### src/rtl/rv32ima_pkg.sv
// rv32ima_pkg: shared types and constants for the memory-mapped UART transmitter.
//   word_t           - 32-bit bus data word
//   uart_tx_state_t  - serializer states
//   UART_*           - register offsets (ram_addr[3:2]) and STATUS bit positions
//   uart_baud_clamp  - maps a written divider of 0 to 1
// Optional feature macro used by the block: UART_TX_PARITY_EN.
package rv32ima_pkg;

    typedef logic [31:0] word_t;

    typedef enum logic [2:0] {
        IDLE   = 3'd0,
        START  = 3'd1,
        DATA   = 3'd2,
        PARITY = 3'd3,
        STOP   = 3'd4
    } uart_tx_state_t;

    // Register offsets, decoded from ram_addr[3:2]
    localparam logic [1:0] UART_TXDATA  = 2'd0;
    localparam logic [1:0] UART_STATUS  = 2'd1;
    localparam logic [1:0] UART_BAUDDIV = 2'd2;

    // STATUS bit positions
    localparam int UART_ST_FULL    = 0;
    localparam int UART_ST_EMPTY   = 1;
    localparam int UART_ST_BUSY    = 2;
    localparam int UART_ST_PARITY  = 3;
    localparam int UART_ST_CNT_LSB = 8;
    localparam int UART_ST_CNT_W   = 7;

    // A zero divider would never finish a bit; store it as 1 instead.
    function automatic logic [15:0] uart_baud_clamp(input logic [15:0] v);
        return (v == 16'd0) ? 16'd1 : v;
    endfunction

endpackage

### src/rtl/uart_tx_mmio_if.sv
// uart_tx_mmio_if: CPU-to-memory request/response bundle.
//   ram_ren/ram_wen  - read/write request, held until ram_ready
//   ram_addr         - byte address
//   ram_store        - write data
//   ram_load         - read data, valid only with ram_ready
//   ram_ready        - one-cycle completion pulse
// Modports: master (CPU side), slave (responder side).
interface uart_tx_mmio_if;
    import rv32ima_pkg::*;

    logic  ram_ren;
    logic  ram_wen;
    word_t ram_addr;
    word_t ram_store;
    word_t ram_load;
    logic  ram_ready;

    modport master (
        output ram_ren, ram_wen, ram_addr, ram_store,
        input  ram_load, ram_ready
    );

    modport slave (
        input  ram_ren, ram_wen, ram_addr, ram_store,
        output ram_load, ram_ready
    );

endinterface

### src/rtl/sync_fifo.sv
// sync_fifo: single-clock FIFO with show-ahead read data.
//   clk, rst          - clock, synchronous active-high reset
//   push_i, din_i     - write strobe and data (ignored when full unless popping)
//   pop_i, dout_o     - read strobe and head-of-queue data (ignored when empty)
//   full_o, empty_o   - occupancy flags
//   count_o           - number of stored entries
// DEPTH must be a power of two so the pointers wrap naturally.
module sync_fifo #(
    parameter int WIDTH = 8,
    parameter int DEPTH = 8,
    localparam int AW = $clog2(DEPTH),
    localparam int CW = AW + 1
) (
    input  logic             clk,
    input  logic             rst,
    input  logic             push_i,
    input  logic [WIDTH-1:0] din_i,
    input  logic             pop_i,
    output logic [WIDTH-1:0] dout_o,
    output logic             full_o,
    output logic             empty_o,
    output logic [CW-1:0]    count_o
);

    logic [WIDTH-1:0] mem_q [DEPTH];
    logic [AW-1:0]    wr_ptr_q, wr_ptr_d;
    logic [AW-1:0]    rd_ptr_q, rd_ptr_d;
    logic [CW-1:0]    count_q, count_d;
    logic             do_push, do_pop;

    assign full_o  = (count_q == CW'(DEPTH));
    assign empty_o = (count_q == '0);
    assign count_o = count_q;
    assign dout_o  = mem_q[rd_ptr_q];

    // A push into a full FIFO is allowed when a pop frees the slot in the same cycle.
    assign do_pop  = pop_i && !empty_o;
    assign do_push = push_i && (!full_o || do_pop);

    always_comb begin
        wr_ptr_d = wr_ptr_q;
        rd_ptr_d = rd_ptr_q;
        count_d  = count_q;
        if (do_push) wr_ptr_d = wr_ptr_q + 1'b1;
        if (do_pop)  rd_ptr_d = rd_ptr_q + 1'b1;
        case ({do_push, do_pop})
            2'b10:   count_d = count_q + 1'b1;
            2'b01:   count_d = count_q - 1'b1;
            default: count_d = count_q;
        endcase
    end

    always_ff @(posedge clk) begin
        if (rst) begin
            wr_ptr_q <= '0;
            rd_ptr_q <= '0;
            count_q  <= '0;
        end else begin
            wr_ptr_q <= wr_ptr_d;
            rd_ptr_q <= rd_ptr_d;
            count_q  <= count_d;
        end
    end

    // Storage needs no reset; the pointers define what is valid.
    always_ff @(posedge clk) begin
        if (do_push) mem_q[wr_ptr_q] <= din_i;
    end

endmodule

### src/rtl/uart_tx_mmio.sv
// uart_tx_mmio: memory-mapped 8N1 UART transmitter on the CPU request/response bus.
//   clk, rst  - clock, synchronous active-high reset
//   bus       - uart_tx_mmio_if.slave (ram_ren/wen/addr/store in, ram_load/ready out)
//   tx        - serial output, idles high
// Registers (ram_addr[3:2]): 0 TXDATA (W push), 1 STATUS (R), 2 BAUDDIV (R/W), 3 reserved.
// Define UART_TX_PARITY_EN to insert an even-parity bit between data and stop.
module uart_tx_mmio
    import rv32ima_pkg::*;
#(
    parameter int          FIFO_DEPTH    = 8,
    parameter logic [15:0] BAUD_DIV_INIT = 16'd868
) (
    input  logic               clk,
    input  logic               rst,
    uart_tx_mmio_if.slave      bus,
    output logic               tx
);

    localparam int CW = $clog2(FIFO_DEPTH) + 1;

`ifdef UART_TX_PARITY_EN
    localparam logic PAR_EN = 1'b1;
`else
    localparam logic PAR_EN = 1'b0;
`endif

    // ---------------------------------------------------------------- FIFO
    logic          fifo_push, fifo_pop, fifo_full, fifo_empty;
    logic [7:0]    fifo_dout;
    logic [CW-1:0] fifo_count;

    sync_fifo #(.WIDTH(8), .DEPTH(FIFO_DEPTH)) u_fifo (
        .clk     (clk),
        .rst     (rst),
        .push_i  (fifo_push),
        .din_i   (bus.ram_store[7:0]),
        .pop_i   (fifo_pop),
        .dout_o  (fifo_dout),
        .full_o  (fifo_full),
        .empty_o (fifo_empty),
        .count_o (fifo_count)
    );

    // ---------------------------------------------------------------- bus side
    logic           ready_q, ready_d;
    word_t          load_q, load_d;
    logic [15:0]    baud_q, baud_d;
    uart_tx_state_t state_q, state_d;

    logic       req, tx_wr, complete;
    logic [1:0] off;
    word_t      status_w;

    // The cycle carrying ram_ready still sees the held request; gating on
    // ready_q keeps that from being taken as a new access.
    assign req   = (bus.ram_ren || bus.ram_wen) && !ready_q;
    assign off   = bus.ram_addr[3:2];
    assign tx_wr = req && bus.ram_wen && (off == UART_TXDATA);

    // A TXDATA write into a full FIFO waits; it completes on the cycle a pop frees a slot.
    assign fifo_push = tx_wr && (!fifo_full || fifo_pop);
    assign complete  = req && (!tx_wr || fifo_push);

    always_comb begin
        status_w                                   = '0;
        status_w[UART_ST_FULL]                     = fifo_full;
        status_w[UART_ST_EMPTY]                    = fifo_empty;
        status_w[UART_ST_BUSY]                     = (state_q != IDLE);
        status_w[UART_ST_PARITY]                   = PAR_EN;
        status_w[UART_ST_CNT_LSB +: UART_ST_CNT_W] = UART_ST_CNT_W'(fifo_count);
    end

    always_comb begin
        ready_d = complete;
        load_d  = '0;
        baud_d  = baud_q;
        if (complete && bus.ram_ren) begin
            case (off)
                UART_STATUS:  load_d = status_w;
                UART_BAUDDIV: load_d = {16'd0, baud_q};
                default:      load_d = '0;
            endcase
        end
        if (complete && bus.ram_wen && (off == UART_BAUDDIV))
            baud_d = uart_baud_clamp(bus.ram_store[15:0]);
    end

    always_ff @(posedge clk) begin
        if (rst) begin
            ready_q <= 1'b0;
            load_q  <= '0;
            baud_q  <= BAUD_DIV_INIT;
        end else begin
            ready_q <= ready_d;
            load_q  <= load_d;
            baud_q  <= baud_d;
        end
    end

    assign bus.ram_ready = ready_q;
    assign bus.ram_load  = load_q;

    // ---------------------------------------------------------------- serializer
    logic [15:0] cnt_q, cnt_d;
    logic [2:0]  bit_q, bit_d;
    logic [7:0]  shreg_q, shreg_d;
    logic        bit_end;
    logic [15:0] cnt_reload;

    assign bit_end    = (cnt_q == 16'd0);
    // baud_q is sampled only here, so a BAUDDIV write lands at the next bit start.
    assign cnt_reload = baud_q - 16'd1;

    always_ff @(posedge clk) begin
        if (rst) begin
            state_q <= IDLE;
            cnt_q   <= '0;
            bit_q   <= '0;
            shreg_q <= '0;
        end else begin
            state_q <= state_d;
            cnt_q   <= cnt_d;
            bit_q   <= bit_d;
            shreg_q <= shreg_d;
        end
    end

    always_comb begin
        state_d  = state_q;
        cnt_d    = bit_end ? cnt_reload : cnt_q - 16'd1;
        bit_d    = bit_q;
        shreg_d  = shreg_q;
        fifo_pop = 1'b0;
        case (state_q)
            IDLE: begin
                cnt_d = cnt_q;
                if (!fifo_empty) begin
                    state_d  = START;
                    fifo_pop = 1'b1;
                    shreg_d  = fifo_dout;
                    cnt_d    = cnt_reload;
                end
            end
            START: begin
                if (bit_end) begin
                    state_d = DATA;
                    bit_d   = 3'd0;
                end
            end
            DATA: begin
                if (bit_end) begin
                    bit_d = bit_q + 3'd1;
                    if (bit_q == 3'd7) begin
`ifdef UART_TX_PARITY_EN
                        state_d = PARITY;
`else
                        state_d = STOP;
`endif
                    end
                end
            end
            PARITY: begin
                if (bit_end) state_d = STOP;
            end
            STOP: begin
                // Back-to-back frames: go straight to START with no idle bit.
                if (bit_end) begin
                    if (!fifo_empty) begin
                        state_d  = START;
                        fifo_pop = 1'b1;
                        shreg_d  = fifo_dout;
                    end else begin
                        state_d = IDLE;
                    end
                end
            end
            default: state_d = IDLE;
        endcase
    end

    // shreg_q is held for the whole frame; data bits are indexed rather than shifted.
    always_comb begin
        tx = 1'b1;
        case (state_q)
            START:   tx = 1'b0;
            DATA:    tx = shreg_q[bit_q];
            PARITY:  tx = ^shreg_q;
            default: tx = 1'b1;
        endcase
    end

    logic unused_bits;
    assign unused_bits = ^{bus.ram_addr[31:4], bus.ram_addr[1:0], bus.ram_store[31:16]};

endmodule

### src/flat_wrapper.sv
// flat-port wrapper written by rule: the top's interface ports become plain ports
module uart_tx_mmio_flat import rv32ima_pkg::*;
#(
    parameter int          FIFO_DEPTH    = 8,
    parameter logic [15:0] BAUD_DIV_INIT = 16'd868
)
  (clk, rst, tx, bus_ram_ren, bus_ram_wen, bus_ram_addr, bus_ram_store, bus_ram_load, bus_ram_ready);
  uart_tx_mmio_if bus_i ();
  input  logic clk;
  input  logic rst;
  output logic tx;
  input wire logic [$bits(bus_i.ram_ren)-1:0] bus_ram_ren;
  input wire logic [$bits(bus_i.ram_wen)-1:0] bus_ram_wen;
  input wire logic [$bits(bus_i.ram_addr)-1:0] bus_ram_addr;
  input wire logic [$bits(bus_i.ram_store)-1:0] bus_ram_store;
  output wire logic [$bits(bus_i.ram_load)-1:0] bus_ram_load;
  output wire logic [$bits(bus_i.ram_ready)-1:0] bus_ram_ready;
  assign bus_i.ram_ren = bus_ram_ren;
  assign bus_i.ram_wen = bus_ram_wen;
  assign bus_i.ram_addr = bus_ram_addr;
  assign bus_i.ram_store = bus_ram_store;
  assign bus_ram_load = bus_i.ram_load;
  assign bus_ram_ready = bus_i.ram_ready;
  uart_tx_mmio #(.FIFO_DEPTH(FIFO_DEPTH), .BAUD_DIV_INIT(BAUD_DIV_INIT)) u_core (.clk(clk), .rst(rst), .bus(bus_i), .tx(tx));
endmodule
### config.mk
export PLATFORM = sky130hd
export DESIGN_NAME = uart_tx_mmio_flat
export DESIGN_NICKNAME = d
export VERILOG_FILES = /design/src/rtl/rv32ima_pkg.sv /design/src/rtl/uart_tx_mmio_if.sv /design/src/rtl/sync_fifo.sv /design/src/rtl/uart_tx_mmio.sv /design/src/flat_wrapper.sv
export SDC_FILE = /design/constraint.sdc
export NUM_CORES = 1
export LEC_CHECK = 0
export CAP_MARGIN = 25
export CORE_MARGIN = 10
export CORE_UTILIZATION = 58
export DETAILED_ROUTE_END_ITERATION = 7
export PLACE_DENSITY = 0.85
export REMOVE_ABC_BUFFERS = 1
export SYNTH_ARGS = -nofsm -noshare
export SYNTH_HDL_FRONTEND = slang
export SYNTH_SLANG_ARGS = --single-unit
### constraint.sdc
create_clock -name clk -period 5.44 [get_ports clk]
set_clock_uncertainty 0.2 [all_clocks]
set_input_delay 1.36 -clock clk [delete_from_list [all_inputs] [get_ports clk]]
set_output_delay 1.36 -clock clk [all_outputs]
set_load 0.03 [all_outputs]
==> run metrics <==
status=finished clean; Hold Buf Count CTS=0; Setup WS post-layout=1190 ps; first-pass GRT wire length=27.5 mm; ys flop type=dfxtp_1; # rows=38; Tightest Hold Check Type=reg -> reg; Core Util, Final=0.691; crit-path leading delay family=buffers and inverters; # nets final=692; crit start category=flop; number of flops mapped to enable cells by yosys=64; grt ovf=0; diode count=0; pre-CTS setup slack=1140 ps; DRT iter0 DRCs=752; post-CTS sizing=0; Post-CTS Setup Inserts=0; initial antenna violation count=0; IO Port Bufs=39; Leakage=2.58 nW; Setup TNS=0 ps; Avg Inst Size Synth=11.2 um2; tightest hold margin=308 ps; DRC viols=0; total of max-cap violations=0; post-synthesis sequential area ratio=0.532; Post-Synthesis Cells=580; Unique masters post-synth=63; antenna viol nets, final=0; worst vdd ir=251 uV; clk root buf=clkbuf_8; register clock-pin slew on the reported worst setup and hold paths=70 ps; Synth Cell Area=6470 um2; H-Tree Depth=4; CP max-delay cell=clkdlybuf4s50_1; Die Width=126 um; crit end category=output pin; largest net degree at the start of global routing=50; RSZ-0062 raised after global routing=false; later-pin clock latency in the skew report=540 ps; Initial Utilization=0.594; pwr dens=479 nW/um2; RD Place Congestion=0.911; WP data arrival=2690 ps; post-detail-place hpwl=10.9 mm; TritonCTS clock tree=done; Sink Count=140; WP buf/inv=1; worst path cell trace=mux4_2 -> nand2_1 -> a31oi_1 -> a311o_1 -> clkdlybuf4s50_1; Die Y=126 um; kind of critical path=reg -> out; vias in the first global route=4927; Final min period=4250 ps; Post-synth ARST share=0; layout cell share with drive strength beyond 1=0.122; final cycle utilization of the critical path=0.782; most frequent cells in the layout=dfxtp_1 (76), edfxtp_1 (64), clkdlybuf4s50_1 (39), nor2_1 (38), o21ai_0 (33); Top-Level Pins=102; DRT Wirelength=17.3 mm; Slew Limit Fails=0; WL/cell=22.6 um; CP peak stage delay=600 ps; endpoints failing setup=0; CP Data Required Time=3880 ps; synth warn=0; area grow syn2layout=16.3%; Core Footprint=10900 um2; Final Hold Viols=0; Synth Register Bits=140; vias per cell=6.71; clock buffer depth=2; Die ar.=15800 um2; 1st-pass router iterations=5; Highest Clock Rate=235 MHz; vias post-DR=5134; Overall Power=0.00360 W; CTS Buf Count=17; worst-margin pin slew=933 ps; GRT Util Overall=0.216; leading cell type in the layout, fill and taps excluded=dfxtp_1; Worst Path Max Fanout=6; Slew HR=0.375
==> per-stage QoR <==
stage,area (um2),cells
2_1_floorplan,6260,543
3_3_place_gp,6900,732
3_5_place_dp,6930,733
4_1_cts,7530,765
5_1_grt,7530,765
6_report,7530,765
==> tightest hold or removal path: cells and delay by family, from the launching register on <==
| kind | cells | cell delay, ps |
|---|---|---|
| flops | 1 | 330 |
| simple gates | 1 | 70 |
| compound gates | 1 | 70 |
==> cells in the mapped netlist (6+ instances only) <==
cell type  count  area, um2
o21ai_0       33        165
mux4_2        18        405
and2_1        10       62.6
a211oi_1      10       75.1
nand2_1       19       71.3
edfxtp_1      64       1920
inv_1         12       45.0
nor4_1        14       87.6
buf_4         16        120
or4_1          8       60.1
mux2i_1       14        140
a31oi_1        8       50.1
clkbuf_1      24       90.1
dfxtp_1       76       1520
nand4_1        6       37.5
buf_2         10       50.1
a22oi_1        7       52.6
a21oi_1       26        130
ha_1          12        150
xnor2_1       12        105
xor2_1        13        114
nor3_1        25        125
nand3_1       31        155
nor2_1        38        143
==> where the power goes <==
| group | switching, W | leakage, nW | internal, W |
|---|---|---|---|
| clock | 0.000537 | 0.293 | 0.000604 |
| sequential | 0.000147 | 1.20 | 0.00119 |
| combinational | 0.000683 | 1.09 | 0.000442 |
| total | 0.00137 | 2.58 | 0.00224 |
==> cell families after synthesis <==
logic type      share of synthesized area
xor+xnor                           0.0338
other cells                      0.000579
simple gates                        0.161
compound gates                      0.116
flops                               0.532
fa+ha+maj                          0.0232
buf+inv                            0.0489
mux                                0.0843
==> sequential cells by signal, indices dropped and copies added (netlist names), named ones only <==
signal and flops:
u_core.cnt_q 16, u_core.shreg_q 8, u_core.state_q 3, u_core.u_fifo.rd_ptr_q 3
u_core.u_fifo.mem_q 64, u_core.u_fifo.wr_ptr_q 3, u_core.u_fifo.count_o 4, u_core.bus.ram_ready 1
u_core.bus.ram_load 16, u_core.bit_q 3, u_core.baud_q 16
==> metal layers <==
metal	global-route usage	part of all wire	up-vias
met3	0.0667	0.12	89
met2	0.336	0.46	388
li1	-	-	2242
met4	0.108	0.049	0
met1	0.267	0.37	2415
met5	0	0	-
==> final timing paths <==
path                                      start                       end  slack (ps)  depth (start not counted)
worst max-delay path            u_core.bit_q[0]                        tx        1190                          5
worst min register to register  u_core.cnt_q[8]           u_core.cnt_q[8]         310                          2
worst min-delay path            u_core.cnt_q[8]           u_core.cnt_q[8]         310                          2
worst max register to register  u_core.cnt_q[0]  u_core.u_fifo.count_o[2]        1740                         12
==> cell type report <==
type	instances	area, um2
sequential	140	3440
clock inverter	15	184
inverter	13	48.8
clock buffer	17	414
multi-input combinational	390	2770
tap	140	175
timing repair buffer	50	493
fill	674	3360
(Power assumes the default switching activity.)
